File: config.mk
export PLATFORM = sky130hd
export DESIGN_NAME = hs_tx_sequencer_flat
export DESIGN_NICKNAME = d
export VERILOG_FILES = /design/src/rtl/hs_tx_sequencer_if.sv /design/src/rtl/hs_tx_sequencer.sv /design/src/flat_wrapper.sv
export SDC_FILE = /design/constraint.sdc
export NUM_CORES = 1
export LEC_CHECK = 0
export CORE_ASPECT_RATIO = 0.75
export CORE_MARGIN = 4
export CORE_UTILIZATION = 45
export CTS_CLUSTER_DIAMETER = 50
export CTS_CLUSTER_SIZE = 25
export DETAILED_ROUTE_END_ITERATION = 8
export HOLD_SLACK_MARGIN = 0.1
export PLACE_DENSITY = 0.75
export SLEW_MARGIN = 10
export SYNTH_ARGS = -nofsm -noshare
export SYNTH_HDL_FRONTEND = slang
export SYNTH_SLANG_ARGS = --single-unit
export TNS_END_PERCENT = 20
File: constraint.sdc
create_clock -name clk_serializer -period 3 [get_ports clk_serializer]
set_clock_uncertainty 0.05 [all_clocks]
set_input_delay 0.6 -clock clk_serializer [delete_from_list [all_inputs] [get_ports clk_serializer]]
set_output_delay 0.6 -clock clk_serializer [all_outputs]
set_load 0.02 [all_outputs]
File: src/rtl/hs_tx_sequencer_if.sv
// ---------------------------------------------------------------------------
// hs_tx_sequencer_if
//
// Purpose:
//   Lane byte-side handshake bundle between the word source (master) and the
//   HS transmit sequencer (slave).
//
// Signals:
//   tx_data   DATA_WIDTH  payload word, qualified by tx_valid
//   tx_valid  1           tx_data / tx_last are valid this cycle
//   tx_last   1           current word is the final word of the burst
//   tx_ready  1           sequencer consumes the presented word this cycle
//
// Modports:
//   master  drives tx_data/tx_valid/tx_last, observes tx_ready
//   slave   observes tx_data/tx_valid/tx_last, drives tx_ready
// ---------------------------------------------------------------------------
interface hs_tx_sequencer_if #(
    parameter int unsigned DATA_WIDTH = 8
);
    logic [DATA_WIDTH-1:0] tx_data;
    logic                  tx_valid;
    logic                  tx_last;
    logic                  tx_ready;

    modport master (
        output tx_data,
        output tx_valid,
        output tx_last,
        input  tx_ready
    );

    modport slave (
        input  tx_data,
        input  tx_valid,
        input  tx_last,
        output tx_ready
    );
endinterface

File: src/rtl/hs_tx_sequencer.sv
// ---------------------------------------------------------------------------
// hs_tx_sequencer
//
// Purpose:
//   HS-mode transmit sequencer for one lane. On request it serializes the
//   SOT sync byte, then the payload words LSB-first with no gaps, then an HS
//   trailer: the inverse of the last transmitted payload bit held for
//   TRAIL_BITS bit-times, long enough for the far-end equal-sample detector
//   to declare its own trailer_done. One HS bit leaves per clock.
//
// Parameters:
//   DATA_WIDTH  bits per serialized word (>= 2)
//   SYNC_BYTE   SOT leader pattern, sent LSB-first before the payload
//   TRAIL_BITS  trailer length in bit-times, 1..255
//
// Ports:
//   clk_serializer  in   bit-rate clock, one HS bit per rising edge
//   RST             in   synchronous active-high reset, highest priority
//   tx_enable       in   session enable; dropping it aborts the burst
//   tx_bus          slave modport: tx_data, tx_valid, tx_last, tx_ready
//   HS_TX_DATA      out  serial bit to the HS line driver
//   hs_tx_active    out  high during SYNC, DATA and TRAIL
//   trailer_done    out  one-cycle pulse after the last trailer bit
//   underrun        out  (only with HS_TX_UNDERRUN_FLAG_EN) sticky flag set
//                        when the source had no word at a ready slot;
//                        cleared on the next burst start or RST
//
// Build option:
//   HS_TX_UNDERRUN_FLAG_EN  adds the underrun output. Underrun handling
//                           itself (implicit last word, normal trailer) is
//                           identical with or without it.
//
// Timing (DATA_WIDTH = 8, request seen in cycle N):
//   N+1..N+8   sync bits, tx_ready high in N+8
//   N+9..      payload, tx_ready high on each word's last bit unless that
//              word carried tx_last
//   then       TRAIL_BITS cycles of ~last_bit, then one DONE cycle
// ---------------------------------------------------------------------------
module hs_tx_sequencer #(
    parameter int unsigned           DATA_WIDTH = 8,
    parameter logic [DATA_WIDTH-1:0] SYNC_BYTE  = 8'hB8,
    parameter int unsigned           TRAIL_BITS = 187
) (
    input  logic              clk_serializer,
    input  logic              RST,
    input  logic              tx_enable,
    hs_tx_sequencer_if.slave  tx_bus,
    output logic              HS_TX_DATA,
    output logic              hs_tx_active,
    output logic              trailer_done
`ifdef HS_TX_UNDERRUN_FLAG_EN
    ,
    output logic              underrun
`endif
);

    localparam int unsigned CNT_W = (DATA_WIDTH > 1) ? $clog2(DATA_WIDTH) : 1;

    // Index of the last bit of a word, and of the bit before it: tx_ready is
    // registered, so it is armed while the second-to-last bit is on the line.
    localparam logic [CNT_W-1:0] LAST_IDX     = CNT_W'(DATA_WIDTH - 1);
    localparam logic [CNT_W-1:0] PRE_LAST_IDX = CNT_W'(DATA_WIDTH - 2);
    localparam logic [7:0]       TRAIL_LAST   = 8'(TRAIL_BITS - 1);

    typedef enum logic [2:0] {
        ST_IDLE,
        ST_SYNC,
        ST_DATA,
        ST_TRAIL,
        ST_DONE
    } state_t;

    state_t                state_reg;
    logic [DATA_WIDTH-1:0] shift_reg;      // bits still to be sent of the current word
    logic [DATA_WIDTH-1:0] shift_down;     // shift_reg moved one place towards bit 0
    logic [CNT_W-1:0]      bit_cnt_reg;    // index of the bit currently on the line
    logic [7:0]            trail_cnt_reg;  // trailer bit-times already on the line, minus 1
    logic                  hs_data_reg;
    logic                  ready_reg;
    logic                  active_reg;
    logic                  done_reg;
    logic                  last_flag_reg;  // current word was captured with tx_last
    logic                  last_bit_reg;   // final bit put on the line before the trailer

    // ------------------------------------------------------------------
    // Right-shift network for the serializer.
    // ------------------------------------------------------------------
    genvar gi;
    generate
        for (gi = 0; gi < DATA_WIDTH - 1; gi++) begin : g_shift
            assign shift_down[gi] = shift_reg[gi + 1];
        end
    endgenerate
    assign shift_down[DATA_WIDTH-1] = 1'b0;

    // ------------------------------------------------------------------
    // Sequencer FSM. All outputs are registered except tx_ready, which is
    // gated by tx_enable so that no word is consumed in an abort cycle.
    // ------------------------------------------------------------------
    always_ff @(posedge clk_serializer) begin
        if (RST) begin
            state_reg     <= ST_IDLE;
            shift_reg     <= '0;
            bit_cnt_reg   <= '0;
            trail_cnt_reg <= '0;
            hs_data_reg   <= 1'b0;
            ready_reg     <= 1'b0;
            active_reg    <= 1'b0;
            done_reg      <= 1'b0;
            last_flag_reg <= 1'b0;
            last_bit_reg  <= 1'b0;
        end else begin
            done_reg <= 1'b0;

            case (state_reg)
                ST_IDLE: begin
                    hs_data_reg <= 1'b0;
                    ready_reg   <= 1'b0;
                    active_reg  <= 1'b0;
                    // The request word is not consumed here; it is taken at
                    // the last sync bit through the normal handshake.
                    if (tx_enable && tx_bus.tx_valid) begin
                        state_reg     <= ST_SYNC;
                        shift_reg     <= SYNC_BYTE >> 1;
                        hs_data_reg   <= SYNC_BYTE[0];
                        bit_cnt_reg   <= '0;
                        last_flag_reg <= 1'b0;
                        active_reg    <= 1'b1;
                    end
                end

                ST_SYNC, ST_DATA: begin
                    if (!tx_enable) begin
                        // Abort: drop straight to IDLE, no trailer.
                        state_reg     <= ST_IDLE;
                        shift_reg     <= '0;
                        bit_cnt_reg   <= '0;
                        hs_data_reg   <= 1'b0;
                        ready_reg     <= 1'b0;
                        active_reg    <= 1'b0;
                        last_flag_reg <= 1'b0;
                    end else if (bit_cnt_reg != LAST_IDX) begin
                        shift_reg   <= shift_down;
                        hs_data_reg <= shift_reg[0];
                        bit_cnt_reg <= bit_cnt_reg + CNT_W'(1);
                        // No ready slot after a word that carried tx_last.
                        ready_reg   <= (bit_cnt_reg == PRE_LAST_IDX) && !last_flag_reg;
                    end else if (ready_reg && tx_bus.tx_valid) begin
                        // Handshake on the last bit: next word follows gap-free.
                        state_reg     <= ST_DATA;
                        shift_reg     <= tx_bus.tx_data >> 1;
                        hs_data_reg   <= tx_bus.tx_data[0];
                        bit_cnt_reg   <= '0;
                        last_flag_reg <= tx_bus.tx_last;
                        ready_reg     <= 1'b0;
                    end else begin
                        // Either the word just finished carried tx_last
                        // (ready_reg low) or the source underran (ready_reg
                        // high, no valid). Both end the burst the same way;
                        // the bit on the line now is the final one.
                        state_reg     <= ST_TRAIL;
                        shift_reg     <= '0;
                        bit_cnt_reg   <= '0;
                        trail_cnt_reg <= '0;
                        last_bit_reg  <= hs_data_reg;
                        hs_data_reg   <= ~hs_data_reg;
                        ready_reg     <= 1'b0;
                        last_flag_reg <= 1'b0;
                    end
                end

                ST_TRAIL: begin
                    if (!tx_enable) begin
                        state_reg     <= ST_IDLE;
                        trail_cnt_reg <= '0;
                        hs_data_reg   <= 1'b0;
                        active_reg    <= 1'b0;
                    end else if (trail_cnt_reg == TRAIL_LAST) begin
                        state_reg     <= ST_DONE;
                        trail_cnt_reg <= '0;
                        hs_data_reg   <= 1'b0;
                        active_reg    <= 1'b0;
                        done_reg      <= 1'b1;
                    end else begin
                        trail_cnt_reg <= trail_cnt_reg + 8'd1;
                        hs_data_reg   <= ~last_bit_reg;
                    end
                end

                ST_DONE: begin
                    state_reg   <= ST_IDLE;
                    hs_data_reg <= 1'b0;
                    active_reg  <= 1'b0;
                    ready_reg   <= 1'b0;
                end

                default: begin
                    state_reg   <= ST_IDLE;
                    hs_data_reg <= 1'b0;
                    ready_reg   <= 1'b0;
                    active_reg  <= 1'b0;
                end
            endcase
        end
    end

    assign tx_bus.tx_ready = ready_reg && tx_enable;
    assign HS_TX_DATA      = hs_data_reg;
    assign hs_tx_active    = active_reg;
    assign trailer_done    = done_reg;

`ifdef HS_TX_UNDERRUN_FLAG_EN
    // ------------------------------------------------------------------
    // Sticky underrun indication: a ready slot passed with no word offered.
    // Survives abort and DONE; only a new burst start or RST clears it.
    // ------------------------------------------------------------------
    logic start_evt;
    logic underrun_evt;
    logic underrun_reg;

    assign start_evt    = (state_reg == ST_IDLE) && tx_enable && tx_bus.tx_valid;
    assign underrun_evt = ((state_reg == ST_SYNC) || (state_reg == ST_DATA)) &&
                          tx_enable && ready_reg && !tx_bus.tx_valid;

    always_ff @(posedge clk_serializer) begin
        if (RST) begin
            underrun_reg <= 1'b0;
        end else if (start_evt) begin
            underrun_reg <= 1'b0;
        end else if (underrun_evt) begin
            underrun_reg <= 1'b1;
        end
    end

    assign underrun = underrun_reg;
`endif

endmodule
File: src/flat_wrapper.sv
// flat-port wrapper written by rule: the top's interface ports become plain ports
module hs_tx_sequencer_flat 
#(
    parameter int unsigned           DATA_WIDTH = 8,
    parameter logic [DATA_WIDTH-1:0] SYNC_BYTE  = 8'hB8,
    parameter int unsigned           TRAIL_BITS = 187
)
  (clk_serializer, RST, tx_enable, HS_TX_DATA, hs_tx_active, trailer_done, tx_bus_tx_data, tx_bus_tx_valid, tx_bus_tx_last, tx_bus_tx_ready);
  hs_tx_sequencer_if #(.DATA_WIDTH(DATA_WIDTH)) tx_bus_i ();
  input  logic clk_serializer;
  input  logic RST;
  input  logic tx_enable;
  output logic HS_TX_DATA;
  output logic hs_tx_active;
  output logic trailer_done;
  input wire logic [$bits(tx_bus_i.tx_data)-1:0] tx_bus_tx_data;
  input wire logic [$bits(tx_bus_i.tx_valid)-1:0] tx_bus_tx_valid;
  input wire logic [$bits(tx_bus_i.tx_last)-1:0] tx_bus_tx_last;
  output wire logic [$bits(tx_bus_i.tx_ready)-1:0] tx_bus_tx_ready;
  assign tx_bus_i.tx_data = tx_bus_tx_data;
  assign tx_bus_i.tx_valid = tx_bus_tx_valid;
  assign tx_bus_i.tx_last = tx_bus_tx_last;
  assign tx_bus_tx_ready = tx_bus_i.tx_ready;
  hs_tx_sequencer #(.DATA_WIDTH(DATA_WIDTH), .SYNC_BYTE(SYNC_BYTE), .TRAIL_BITS(TRAIL_BITS)) u_core (.clk_serializer(clk_serializer), .RST(RST), .tx_enable(tx_enable), .tx_bus(tx_bus_i), .HS_TX_DATA(HS_TX_DATA), .hs_tx_active(hs_tx_active), .trailer_done(trailer_done));
endmodule
==> flow_summary.json, run 1 <==
{
  "outcome": "complete, no violations",
  "fp.dieH_um": 56.7,
  "cts_buffers": 3,
  "ir_drop_uv": 309,
  "slew_viol_final": 0,
  "synthArstFlopShare_pct": 0,
  "rows": 17,
  "viasPerCell": 5.74,
  "grt_pass1_wl_um": 5020,
  "nets": 192,
  "area_growth_pct": 15.7,
  "drt-total-wl_um": 2980,
  "vias": 1211,
  "grt_usage_pct": 15.0,
  "p_int_w": 0.000489,
  "n_antenna_cell": 0,
  "cts_buffer_depth": 2,
  "p_sw_w": 0.000144,
  "synth_cells": 158,
  "synth_top_area_share_pct": 38.0,
  "power.share.sequential_pct": 58.7,
  "grt-ovfl-total": 0,
  "regToRegSetupSlack_ps": 1120,
  "final_cell_mix": "27 x dfxtp_1, 17 x nand2_1, 16 x o21ai_0, 16 x clkdlybuf4s50_1, 12 x nor2_1",
  "mostFrequentLayoutCell": "dfxtp_1",
  "worstSetupPathType": "input pin to primary output",
  "p_leak_nw": 0.594,
  "worstPathCellList": "clkdlybuf4s50_1 > and2_2 > clkdlybuf4s50_1",
  "yosysSeqAreaShare_pct": 38.0,
  "firstDrtPassIters": 4,
  "avgRoutedWirePerCell_um": 14.1,
  "synth_top_area_cell": "dfxtp_1",
  "io_buffers": 16,
  "pwr-share-comb_pct": 9.3,
  "cts_tree": "built",
  "antenna_found_initial": 0,
  "clkPwrFrac_pct": 32.0,
  "ios": 17,
  "place.gp.congestion": 0.814,
  "start_util_pct": 47.8,
  "finalSetupViolCount": 0,
  "synth_edf_count": 0,
  "root_buffer": "clkbuf_8",
  "yosysWarnings": 0,
  "worstPathMaxFanout": 5,
  "grt_max_degree": 15,
  "drc": 0,
  "yosys-top-cells-area": "dfxtp_1 38%, o21ai_0 5.6%, nand2_1 4.5%",
  "hp-class": "flip-flop to flip-flop",
  "sw_frac_of_total_pct": 22.8,
  "cts_resized": 0,
  "syn_nets": 176,
  "drt.antenna.violating_nets": 0,
  "tns_ps": 0,
  "hp-start": "u_core.last_bit_reg$_SDFFE_PP0P_",
  "cts_setup_buffers": 0,
  "largest_register_ffs": 8,
  "grt_pass1_vias": 1058,
  "drt_iter0_drc": 144,
  "crit_arrival_ps": 1880,
  "max_freq_ghz": 0.395,
  "hold_depth": 1,
  "startpoint_type": "input pin",
  "worst_pin_slew_ps": 533,
  "regToRegStartpoint": "u_core.bit_cnt_reg[0]$_SDFFE_PP0P_",
  "avgSynthCellArea_um2": 9.01,
  "die_area_mm2": 0.00414,
  "min_to": "u_core.HS_TX_DATA$_SDFF_PP0_",
  "clock_latency_ps": 270,
  "core-area_mm2": 0.00298,
  "htreeDepth": 1,
  "worstPathRequired_ps": 2350,
  "clkTransAtPathRegs_ps": 80,
  "rr_worst_depth": 6,
  "ys_ff_latch": 27,
  "crit_slowest_cell": "clkdlybuf4s50_1",
  "timing.final.crit_period_ps": 2530,
  "cap_violations": 0,
  "hold_violations": 0,
  "synth_cell_type_count": 54,
  "power_density_mw_per_mm2": 384,
  "whs_ps": 395,
  "synth_flop_cell": "dfxtp_1",
  "slowest_delay_ps": 590,
  "startpoint": "tx_enable",
  "netlist_area_mm2": 0.00142,
  "cts.sinks": 27,
  "hold_buffers": 0,
  "r2r_end": "u_core.shift_reg[3]$_SDFFE_PP0P_",
  "dp_hpwl_um": 2180,
  "fin_crit_sh_pct": 84.3,
  "cp-end-kind": "primary output",
  "relSlewSlack_pct": 64.4,
  "cp_common_cell": "clkdlybuf4s50_1",
  "rsz0062_at_grt": "false",
  "die_w_um": 73.0,
  "fin_util_pct": 55.3,
  "layout-drive-gt1-share_pct": 9.25
}
final cells by class:
type	count	area (µm²)
timing repair buffer	18	175
inverter	3	11.3
clock buffer	4	45.0
multi-input combinational	121	828
tap	38	47.5
fill	272	1330
sequential	27	541
critical path, delay by kind of cell:
kind                   cells  cell delay (ps)
buffers and inverters      2             1120
AND/OR/NAND/NOR            1              160
layer usage:
metal	vias up	wire length [µm]	track usage [%]
met2	30	1260	19.9
met1	560	1530	23.7
met4	0	17	2.37
li1	619	-	-
met3	2	167	4.11
met5	-	0	0
metrics by stage:
stage	setup WS [ps]	cells	power [W]	cell area (µm²)
6_report	471	211	0.000633	1650
5_1_grt	418	211	0.000661	1650
4_1_cts	462	211	0.000639	1650
3_5_place_dp	461	207	0.000437	1600
3_3_place_gp	475	207	0.000436	1600
2_1_floorplan	1320	158	0.000410	1420
power groups by stage:
stage,Sequential (W),Combinational (W),Clock [W]
2_1_floorplan,0.000377,0.0000333,0
3_3_place_gp,0.000379,0.0000568,0
5_1_grt,0.000373,0.0000632,0.000225
4_1_cts,0.000371,0.0000581,0.000210
6_report,0.000371,0.0000588,0.000202
3_5_place_dp,0.000380,0.0000578,0
how the worst max path moves through the flow:
stage	to	slack (ps)	cells past startpoint
after floorplan	u_core.shift_reg[0]$_SDFFE_PP0P_	1320	6
after global placement	tx_bus_tx_ready	470	3
after detailed placement	tx_bus_tx_ready	460	3
after CTS	tx_bus_tx_ready	460	3
after global routing	tx_bus_tx_ready	420	3
final	tx_bus_tx_ready	470	3
kinds of logic (layout without fill, tap and decap cells):
logic type | Yosys count | after routing | share of synthesized area, %
mux | 1 | 1 | 0.703
fa+ha+maj | 5 | 5 | 4.39
buf+inv | 10 | 25 | 3.87
flops | 27 | 27 | 38.0
xor+xnor | 5 | 5 | 3.60
simple gates | 63 | 63 | 25.5
compound gates | 47 | 47 | 24.0
cells in the mapped netlist, types with 2 or more instances:
library cell   n
and2_2         2
inv_1          3
a21o_1         2
buf_4          2
xnor2_1        2
o21ai_0       16
a31oi_1        4
nand3_1        5
a22oi_1        4
ha_1           5
nand4b_1       2
nor3_1         4
clkbuf_1       2
nor2_1        12
dfxtp_1       27
or3b_1         2
nand2_1       17
buf_2          2
a222oi_1       3
a21oi_1        4
nand2b_1       3
nand4_1        2
xor2_1         2
Note: power is estimated with default switching activity, not from simulation.
==> run 2, diff against run 1 <==
--- a/config.mk
+++ b/config.mk
@@ -12,7 +12,7 @@
 export CTS_CLUSTER_SIZE = 25
 export DETAILED_ROUTE_END_ITERATION = 8
 export HOLD_SLACK_MARGIN = 0.1
-export PLACE_DENSITY = 0.75
+export PLACE_DENSITY = 0.77
 export SLEW_MARGIN = 10
 export SYNTH_ARGS = -nofsm -noshare
 export SYNTH_HDL_FRONTEND = slang
==> constraint.sdc (replaced) <==
create_clock -name clk_serializer -period 2.3 [get_ports clk_serializer]
set_clock_uncertainty 0.05 [all_clocks]
set_input_delay 0.46 -clock clk_serializer [delete_from_list [all_inputs] [get_ports clk_serializer]]
set_output_delay 0.46 -clock clk_serializer [all_outputs]
set_load 0.02 [all_outputs]
==> flow_summary.json, run 2 (synthesis results as in run 1) <==
{
  "slowest_delay_ps": 700,
  "cts.sinks": 27,
  "htreeDepth": 1,
  "cts_tree": "built",
  "area_growth_pct": 17.0,
  "power.share.sequential_pct": 58.3,
  "root_buffer": "clkbuf_8",
  "start_util_pct": 47.8,
  "timing.final.crit_period_ps": 1950,
  "drc": 0,
  "p_int_w": 0.000636,
  "grt_pass1_vias": 1222,
  "largest_register_ffs": 8,
  "drt.antenna.violating_nets": 0,
  "p_leak_nw": 0.626,
  "relSlewSlack_pct": 60.9,
  "viasPerCell": 5.94,
  "worstPathCellList": "xor2_2 > and4_1 > nand2_1 > a31oi_1",
  "slew_viol_final": 0,
  "layout-drive-gt1-share_pct": 10.9,
  "pwr-share-comb_pct": 9.4,
  "seq_area_um2": 541,
  "fin_area_mm2": 0.00167,
  "hold_depth": 1,
  "clock_latency_ps": 270,
  "tns_ps": 0,
  "place_area_mm2": 0.00162,
  "ios": 17,
  "drt_iter0_drc": 114,
  "grt-ovfl-total": 0,
  "cp_top_family": "flip-flops",
  "setup_ws_ps": 352,
  "rr_worst_depth": 4,
  "n_antenna_cell": 0,
  "rsz0062_at_grt": "false",
  "fillers": 266,
  "dpl_worst_slack_ps": 57.1,
  "finalPower_w": 0.000833,
  "ir_drop_uv": 366,
  "sw_frac_of_total_pct": 23.7,
  "grt_usage_pct": 16.6,
  "dp_hpwl_um": 2420,
  "mostFrequentLayoutCell": "dfxtp_1",
  "cap_violations": 0,
  "clkPwrFrac_pct": 32.3,
  "outcome": "complete, no violations",
  "io_buffers": 16,
  "hold_buffers": 0,
  "die_w_um": 73.0,
  "worstPathMaxFanout": 14,
  "cts_setup_buffers": 0,
  "finalSetupViolCount": 0,
  "rows": 17,
  "cts_resized": 0,
  "startpoint_type": "flip-flop",
  "nets": 194,
  "die_area_mm2": 0.00414,
  "crit_cells": 4,
  "cts_buffer_depth": 2,
  "worstSetupPathType": "flip-flop to flip-flop",
  "p_sw_w": 0.000197,
  "multiInputGateArea_um2": 828,
  "crit_arrival_ps": 2100,
  "avgRoutedWirePerCell_um": 15.5,
  "antenna_found_initial": 0,
  "drt-total-wl_um": 3300,
  "clkTransAtPathRegs_ps": 100,
  "final_cell_mix": "27 x dfxtp_1, 17 x nand2_1, 16 x o21ai_0, 15 x clkdlybuf4s50_1, 12 x nor2_1",
  "whs_ps": 395,
  "core-area_mm2": 0.00298,
  "firstDrtPassIters": 4,
  "crit_buf_inv": 0,
  "hp-class": "flip-flop to flip-flop",
  "power_density_mw_per_mm2": 500,
  "fin_crit_sh_pct": 84.7,
  "worst_pin_slew_ps": 586,
  "cp-end-kind": "flip-flop",
  "hold_violations": 0,
  "grt_pass1_wl_um": 5530,
  "crit_slowest_cell": "dfxtp_1",
  "worstPathRequired_ps": 2450,
  "fp.dieH_um": 56.7,
  "cts_buffers": 3,
  "grt_max_degree": 20,
  "max_freq_ghz": 0.513,
  "place.gp.congestion": 0.763,
  "vias": 1265
}
==> run 2: cell count changes in the layout (fill, tap and decap cells not counted), sizes merged <==
cell	before	now
clkinv	0	1
clkbuf	4	3
clkdlybuf4s50	16	15
buf	2	4
dlymetal6s2s	0	1
==> run 2: per-stage QoR <==
stage	instances	util, %
6_report	213	56.0
3_5_place_dp	209	54.3
2_1_floorplan	158	-
5_1_grt	213	56.0
4_1_cts	213	55.9
3_3_place_gp	209	54.3
==> run 2: area by class of cell <==
type                       instances  area share (%)
inverter                           3           0.676
timing repair buffer              20            11.6
sequential                        27            32.4
multi-input combinational        121            49.7
tap                               38            2.85
clock buffer                       3            2.48
clock inverter                     1           0.300
==> run 2: path summary, 6_finish.rpt <==
check                                    from                               end  slack (ps)
max          u_core.state_reg[1]$_SDFFE_PP0P_  u_core.shift_reg[3]$_SDFFE_PP0P_         350
min          u_core.last_bit_reg$_SDFFE_PP0P_      u_core.HS_TX_DATA$_SDFF_PP0_         400
max reg2reg  u_core.state_reg[1]$_SDFFE_PP0P_  u_core.shift_reg[3]$_SDFFE_PP0P_         350
min reg2reg  u_core.last_bit_reg$_SDFFE_PP0P_      u_core.HS_TX_DATA$_SDFF_PP0_         400
==> run 2: metal layers <==
metal | vias up | GRT usage, % | routed length, µm
li1 | 621 | - | -
met1 | 596 | 22.7 | 1600
met2 | 46 | 26.3 | 1510
met3 | 2 | 3.76 | 169
met4 | 0 | 3.95 | 12
met5 | - | 0 | 0
==> run 2: power by group through the flow <==
stage | logic, W | clock network [W] | registers, W
after floorplan | 0.0000435 | 0 | 0.000492
after global placement | 0.0000753 | 0 | 0.000495
after detailed placement | 0.0000771 | 0 | 0.000496
after CTS | 0.0000778 | 0.000276 | 0.000485
after global routing | 0.0000856 | 0.000294 | 0.000486
final | 0.0000785 | 0.000269 | 0.000485
